===== src/rtl/rf_multiport.sv =====
// Two-read / two-write register file with a sequential clear engine.
// Entries are zeroed one per cycle after reset or on request.
module rf_multiport #(
  parameter int DATA_WIDTH = 32,
  parameter int ADDR_WIDTH = 5,
  parameter int ZERO_REG   = 1,
  parameter int BYPASS     = 1
) (
  input  logic                  clk,
  input  logic                  rst,
  input  logic [ADDR_WIDTH-1:0] reg_addr_read_1,
  input  logic [ADDR_WIDTH-1:0] reg_addr_read_2,
  output logic [DATA_WIDTH-1:0] reg_data_read_1,
  output logic [DATA_WIDTH-1:0] reg_data_read_2,
  input  logic [ADDR_WIDTH-1:0] reg_addr_write_1,
  input  logic [ADDR_WIDTH-1:0] reg_addr_write_2,
  input  logic [DATA_WIDTH-1:0] reg_data_write_1,
  input  logic [DATA_WIDTH-1:0] reg_data_write_2,
  input  logic                  reg_enable_write_1,
  input  logic                  reg_enable_write_2,
  input  logic                  clear_start,
  output logic                  rf_ready
);

  localparam int DEPTH = 2 ** ADDR_WIDTH;

  typedef enum logic {
    CLEAR,
    READY
  } state_t;

  state_t                  state;
  state_t                  state_nxt;
  logic [ADDR_WIDTH-1:0]   clear_ptr;
  logic [ADDR_WIDTH-1:0]   clear_ptr_nxt;
  logic                    rf_ready_nxt;
  logic [DATA_WIDTH-1:0]   mem [DEPTH];
  logic                    we_1;
  logic                    we_2;
  logic                    zero_1;
  logic                    zero_2;

  // Next-state logic: walk the clear pointer, then sit in READY.
  always_comb begin
    state_nxt     = state;
    clear_ptr_nxt = clear_ptr;
    rf_ready_nxt  = rf_ready;
    unique case (state)
      CLEAR: begin
        clear_ptr_nxt = clear_ptr + ADDR_WIDTH'(1);
        if (clear_ptr == '1) begin
          state_nxt    = READY;
          rf_ready_nxt = 1'b1;
        end
      end
      READY: begin
        if (clear_start) begin
          state_nxt     = CLEAR;
          clear_ptr_nxt = '0;
          rf_ready_nxt  = 1'b0;
        end
      end
      default: begin
        state_nxt     = CLEAR;
        clear_ptr_nxt = '0;
        rf_ready_nxt  = 1'b0;
      end
    endcase
  end

  // Control registers with synchronous reset restarting the clear.
  always_ff @(posedge clk) begin
    if (rst) begin
      state     <= CLEAR;
      clear_ptr <= '0;
      rf_ready  <= 1'b0;
    end else begin
      state     <= state_nxt;
      clear_ptr <= clear_ptr_nxt;
      rf_ready  <= rf_ready_nxt;
    end
  end

  // Effective write enables; entry 0 is read-only when hardwired.
  always_comb begin
    zero_1 = (ZERO_REG != 0) && (reg_addr_write_1 == '0);
    zero_2 = (ZERO_REG != 0) && (reg_addr_write_2 == '0);
    we_1   = !rst && (state == READY) && reg_enable_write_1 && !zero_1;
    we_2   = !rst && (state == READY) && reg_enable_write_2 && !zero_2;
  end

  // Storage: clear engine or user writes; port 2 lands last on a tie.
  always_ff @(posedge clk) begin
    if (!rst) begin
      if (state == CLEAR) begin
        mem[clear_ptr] <= '0;
      end
      if (we_1) begin
        mem[reg_addr_write_1] <= reg_data_write_1;
      end
      if (we_2) begin
        mem[reg_addr_write_2] <= reg_data_write_2;
      end
    end
  end

  // Read port 1: stored value, optional forwarding, zero masking.
  always_comb begin
    reg_data_read_1 = mem[reg_addr_read_1];
    if (BYPASS != 0) begin
      if (we_1 && reg_addr_read_1 == reg_addr_write_1) begin
        reg_data_read_1 = reg_data_write_1;
      end
      if (we_2 && reg_addr_read_1 == reg_addr_write_2) begin
        reg_data_read_1 = reg_data_write_2;
      end
    end
    if (state != READY) begin
      reg_data_read_1 = '0;
    end
    if ((ZERO_REG != 0) && reg_addr_read_1 == '0) begin
      reg_data_read_1 = '0;
    end
  end

  // Read port 2: same behaviour as port 1.
  always_comb begin
    reg_data_read_2 = mem[reg_addr_read_2];
    if (BYPASS != 0) begin
      if (we_1 && reg_addr_read_2 == reg_addr_write_1) begin
        reg_data_read_2 = reg_data_write_1;
      end
      if (we_2 && reg_addr_read_2 == reg_addr_write_2) begin
        reg_data_read_2 = reg_data_write_2;
      end
    end
    if (state != READY) begin
      reg_data_read_2 = '0;
    end
    if ((ZERO_REG != 0) && reg_addr_read_2 == '0) begin
      reg_data_read_2 = '0;
    end
  end

endmodule


===== config.mk =====
export PLATFORM = sky130hd
export DESIGN_NAME = rf_multiport
export DESIGN_NICKNAME = d
export VERILOG_FILES = /design/src/rtl/rf_multiport.sv
export SDC_FILE = /design/constraint.sdc
export NUM_CORES = 2
export LEC_CHECK = 0
export CAP_MARGIN = 20
export CELL_PAD_IN_SITES_DETAIL_PLACEMENT = 1
export CELL_PAD_IN_SITES_GLOBAL_PLACEMENT = 1
export CORE_ASPECT_RATIO = 1.75
export CORE_MARGIN = 1
export CORE_UTILIZATION = 51
export CTS_CLUSTER_DIAMETER = 80
export DETAILED_ROUTE_END_ITERATION = 8
export PLACE_DENSITY_LB_ADDON = 0.1
export SYNTH_ARGS = -nofsm -noshare
export SYNTH_HDL_FRONTEND = slang
export SYNTH_SLANG_ARGS = --single-unit
export TNS_END_PERCENT = 5

===== constraint.sdc =====
create_clock -name clk -period 5.91 [get_ports clk]
set_input_delay 1.182 -clock clk [delete_from_list [all_inputs] [get_ports clk]]
set_output_delay 1.182 -clock clk [all_outputs]
set_load 0.01 [all_outputs]

Yosys cells after proc, flatten, opt, wreduce, memory -nomap -nowiden
Memory sizes are Yosys's and may differ from the RTL's.
Index checks and enable logic that the tools add are counted.
{"block": "op_classes", "add_sub_neg": 1, "n_mul": 0, "div": 0, "order_cmp": 0, "eq_ne": 7, "shifts": 0, "muxes": 28, "bitwise": 1, "reduce_logical": 18}
{"cell": "32-bit two-way mux", "n": 9}
{"cell": "32-bit OR reduction", "n": 1}
{"cell": "5-bit == test", "n": 4}
{"cell": "5-bit logical NOT", "n": 4}
{"cell": "1-bit two-way mux", "n": 14}
{"cell": "5-bit two-way mux", "n": 2}
{"cell": "5-bit case mux with 2 select lines", "n": 1}
{"cell": "1-bit logical AND", "n": 9}
{"cell": "5-bit by 1-bit adder with 5-bit output, second input constant", "n": 1}
{"cell": "5-bit == test, second input constant", "n": 1}
{"cell": "2-bit inequality test, second input constant", "n": 2}
{"cell": "1-bit case mux with 2 select lines", "n": 2}
{"cell": "1-bit logical NOT", "n": 3}
{"cell": "2-bit AND reduction", "n": 1}
{"cell": "1-bit NOT", "n": 1}
{"block": "totals", "ff_bits": 7, "latchBits": 0, "ram_bits": 1024, "romBits": 0, "inputBits": 89, "word_cells": 59, "mem_count": 1}
{"memory": "mem", "words": 32, "word_bits": 32, "rd": 2, "rd_ports_with_merged_regs": 0, "write_ports": 2, "line": "37", "text": "logic [DATA_WIDTH-1:0] mem [DEPTH];"}

Depth between registers and ports, before layout
{"block": "depth", "word_depth": 9, "depth_mapped": 10, "ltp_nobuf": 5}

Least setup slack after synthesis
OpenSTA, ideal clock, no wires.
{"block": "synth_timing", "kind": "in2reg", "from": "input reg_addr_write_1[3]", "to": "memory mem[19][0], enable pin", "arrival_time_ns": 4.345, "required_ns": 5.477, "path_slack_ns": 1.132, "cell_stages": 9, "path_buffers": 4, "path_cell_list": "buf_2 -> or4_4 -> o21a_1 -> buf_2 -> buf_6 -> mux2i_1 -> nand2b_1 -> buf_4 -> o22ai_1"}
{"element": "from (decl)", "line": "15", "text": "input logic [ADDR_WIDTH-1:0] reg_addr_write_1,"}
{"element": "to (decl)", "line": "37"}

Worst setup path after layout
{"block": "layout_timing", "from": "input reg_addr_write_1[3]", "to": "output reg_data_read_2[13]"}
{"block": "layout_via", "elab_chain_len": 8}
{"element": "5-bit logical NOT", "line": "86", "text": "zero_1 = (ZERO_REG != 0) && (reg_addr_write_1 == '0);"}
{"element": "1-bit logical NOT", "line": "88", "text": "we_1 = !rst && (state == READY) && reg_enable_write_1 && !zero_1;"}
{"element": "1-bit logical AND", "line": "88"}
{"element": "1-bit logical AND *", "line": "130", "text": "if (we_1 && reg_addr_read_2 == reg_addr_write_1) begin"}
{"element": "32-bit two-way mux *", "line": "130"}
{"element": "32-bit two-way mux *", "line": "133", "text": "if (we_2 && reg_addr_read_2 == reg_addr_write_2) begin"}
{"element": "32-bit two-way mux *", "line": "137", "text": "if (state != READY) begin"}
{"element": "32-bit two-way mux *", "line": "140", "text": "if ((ZERO_REG != 0) && reg_addr_read_2 == '0) begin"}
{"element": "to (decl)", "line": "14", "text": "output logic [DATA_WIDTH-1:0] reg_data_read_2,"}
Mark *: on every way between the ends. The rest lies on a longest branch, timed or not.

==> flow_summary_export.csv <==
group,metric,value,unit
clock_tree,hold_buffers,0,
worst_setup_path,worst-r2r-cell-count,8,
timing,rsz0062_at_grt,"false",
timing,slew_headroom,0.195,
layout,drive_above_1_share,0.210,
worst_setup_path,r2r_start,"state$_SDFF_PP0_",
route,wire_per_inst,39.6,µm
floorplanning,ios,154,
place,gp_congestion,0.932,
timing,timing_hold_violations_final,0,
route,drc,0,
synth,synthCells,5321,
route,drt-initial-drc-count,6840,
place,port_buffers,153,
clock_tree,cts_buffers,99,
timing,tightest_slew,1210,ps
route,ant_nets,0,
floorplanning,dieArea,120000,µm²
min_path,hold-path-cell-count,2,
timing,finalSetupTns,0,ps
synth,async_reset_ff_frac,0,
timing,worst_clock_skew,30.5,ps
pwr,pwr-share-clk,0.417,
floorplanning,die_y,458,µm
clock_tree,cts_tree,"built",
clock_tree,cts.sinks,1031,
pwr,p_switching,4110,µW
synth,synth_nets,5412,
worst_setup_path,reg2reg_slack,2270,ps
global_route,globalRouteTotalUtil,0.447,
worst_setup_path,r2r-end,"mem[15][7]$_DFFE_PP_",
pwr,powerDensity,240,nW/µm²
pwr,combPwrFrac,0.097,
pwr,ir_drop,0.219,mV
run,drv_cap,0,
timing,fmax,170,MHz
synth,synth_top_area_frac,0.507,
synth,synth_cell_types,59,
min_path,worst_hold_path_type,"flop to flop",
clock_tree,cts_resized,0,
synth,avgSynthCellArea,11.4,µm²
synth,yosys_register_bits,1031,
timing,setup_viol,0,
synth,yosysMostFrequentCell,"nand2_1",
worst_setup_path,cp_data_arrival_time,4690,ps
floorplanning,die_x,263,µm
clock_tree,clk_pin_slew,60,ps
synth,synth_edf_count,1024,
synth,synth_area,60700,µm²
global_route,grt_max_degree,65,
min_path,whs_endpoint,"rf_ready$_SDFFE_PP0P_",
pwr,p_seq_frac,0.487,
global_route,grt_pass1_wl,376000,µm
synth,synthTopCellsByCount,"nand2_1, o21ai_0, edfxtp_1, clkbuf_1, mux4_2",
clock_tree,cts_root_buffer,"clkbuf_16",
worst_setup_path,required,4730,ps
global_route,grt.overflow.total,0,
clock_tree,cts_htree_levels,3,
layout,area_delta_synth_final,12.5,%
worst_setup_path,crit_fanout,19,
clock_tree,clk_latency,750,ps
route,num_vias,50400,
route,firstDrtPassIters,6,
pwr,p_int,12300,µW
synth,synthTopCellsByArea,"edfxtp_1, mux4_2, o21ai_0",
worst_setup_path,end_kind,"output port",
pwr,p_leak,0.0239,µW
place,place_area,64800,µm²
global_route,grt_pass1_vias,52300,
worst_setup_path,critPathLaunchType,"input port",
route,drt-vias-per-instance,7.42,
pwr,swShare,0.251,
floorplanning,start_util,0.514,
synth,yosysTopAreaCell,"edfxtp_1",
clock_tree,clock_path_buffers,3,
min_path,worstHoldStart,"rf_ready$_SDFFE_PP0P_",
worst_setup_path,path_class,"input port to output port",
place,dp_hpwl,164000,µm
timing,min_period,5870,ps
timing,drv_slew,0,
synth,yosysWarnings,0,
synth,synth_seq_area_share,0.509,
global_route,antenna_found_initial,23,
floorplanning,core_area,118000,µm²
synth,ys.flop_type,"edfxtp_1",
floorplanning,rows,167,
layout,fin_nets,5272,
run_status,status,"finished, final reports clean",
clock_tree,postCtsSetupBuffers,0,
layout,fin_area,68200,µm²
timing,finalCritPeriodShare,0.993,
route,finalWirelength,269000,µm
[cell type report]
| type | instances | area (µm²) |
|---|---|---|
| multi-input cells | 3562 | 27300 |
| well taps | 1521 | 1900 |
| fillers | 11900 | 49800 |
| repair buffers | 451 | 4680 |
| clock inverters | 67 | 699 |
| inverters | 36 | 138 |
| clock buffers | 119 | 2630 |
| flip-flops and latches | 1031 | 30900 |
| diodes | 10 | 25.0 |
[flip-flops by register name, summed over array words and instances (netlist names)]
name	flops
state	1
clear_ptr	5
rf_ready	1
mem	1024
[cell families after synthesis]
kind of cell / Yosys count / share of synthesized area
AO/OA/AOI/OAI: 1493 / 0.141
AND/OR/NAND/NOR: 1281 / 0.0867
flip-flops: 1031 / 0.509
multiplexers: 766 / 0.208
buffers and inverters: 728 / 0.0512
XOR/XNOR: 20 / 0.00289
adder cells (fa/ha/maj): 2 / 0.000412
[how the worst max path moves through the flow]
stage | start | endpoint | slack (ps) | cells after the start
2_1_floorplan | reg_addr_write_1[3] | mem[19][0]$_DFFE_PP_ | 1130 | 9
3_3_place_gp | reg_addr_write_1[2] | reg_data_read_2[13] | 190 | 9
3_5_place_dp | reg_addr_write_1[2] | reg_data_read_2[13] | 180 | 9
4_1_cts | reg_addr_write_1[2] | reg_data_read_2[13] | 180 | 9
5_1_grt | reg_addr_write_1[3] | reg_data_read_2[13] | 30 | 9
6_report | reg_addr_write_1[3] | reg_data_read_2[13] | 40 | 9
[per-layer routing]
layer | up-vias | track usage | part of all wire
met5 | - | 0 | 0.00040
met4 | 18 | 0.390 | 0.10
met3 | 1223 | 0.112 | 0.12
met2 | 3740 | 0.701 | 0.46
met1 | 25600 | 0.510 | 0.32
li1 | 19900 | - | -
[worst max-delay path, stage by stage]
cell and delay [ps]:
clkdlybuf4s50_1 680, or4_4 660, o21ai_4 240, nor4_2 90, buf_4 230, nand2b_1 360
buf_4 280, o21ai_0 350, clkdlybuf4s50_1 610
[stage by stage]
stage          utilization  hold slack [ps]  setup slack [ps]  total power (µW)  cells
2_1_floorplan            -              481              1130              8980   5321
3_3_place_gp         0.549              548               187              9650   6597
3_5_place_dp         0.549              539               176              9670   6597
5_1_grt              0.578              576              31.9             16600   6790
4_1_cts              0.577              558               176             16300   6783
6_report             0.578              567              41.0             16400   6797
[power by group through the flow]
stage	Combinational, µW	Sequential [µW]	Clock, µW
2_1_floorplan	853	8130	0
5_1_grt	1590	7980	7020
3_3_place_gp	1510	8130	0
3_5_place_dp	1530	8140	0
4_1_cts	1530	7980	6820
6_report	1590	7980	6830
[cell usage in the layout, fill, tap and decap left out, drive strengths merged, types with 12 or more instances in the layout]
cell,instances
o21ai,1052
nand2,1049
edfxtp,1024
mux4,385
buf,308
mux2i,259
o22ai,196
clkdlybuf4s50,143
mux2,122
clkbuf,119
nand3,69
o221ai,65
a32oi,54
a31o,51
clkinv,45
and2,43
inv,39
nor2b,31
nor2,25
o21bai,24
nand2b,18
nor3,17
xnor2,16
nor4,16
bufinv,13
a31oi,12
Power figures use the tool's default switching activity.
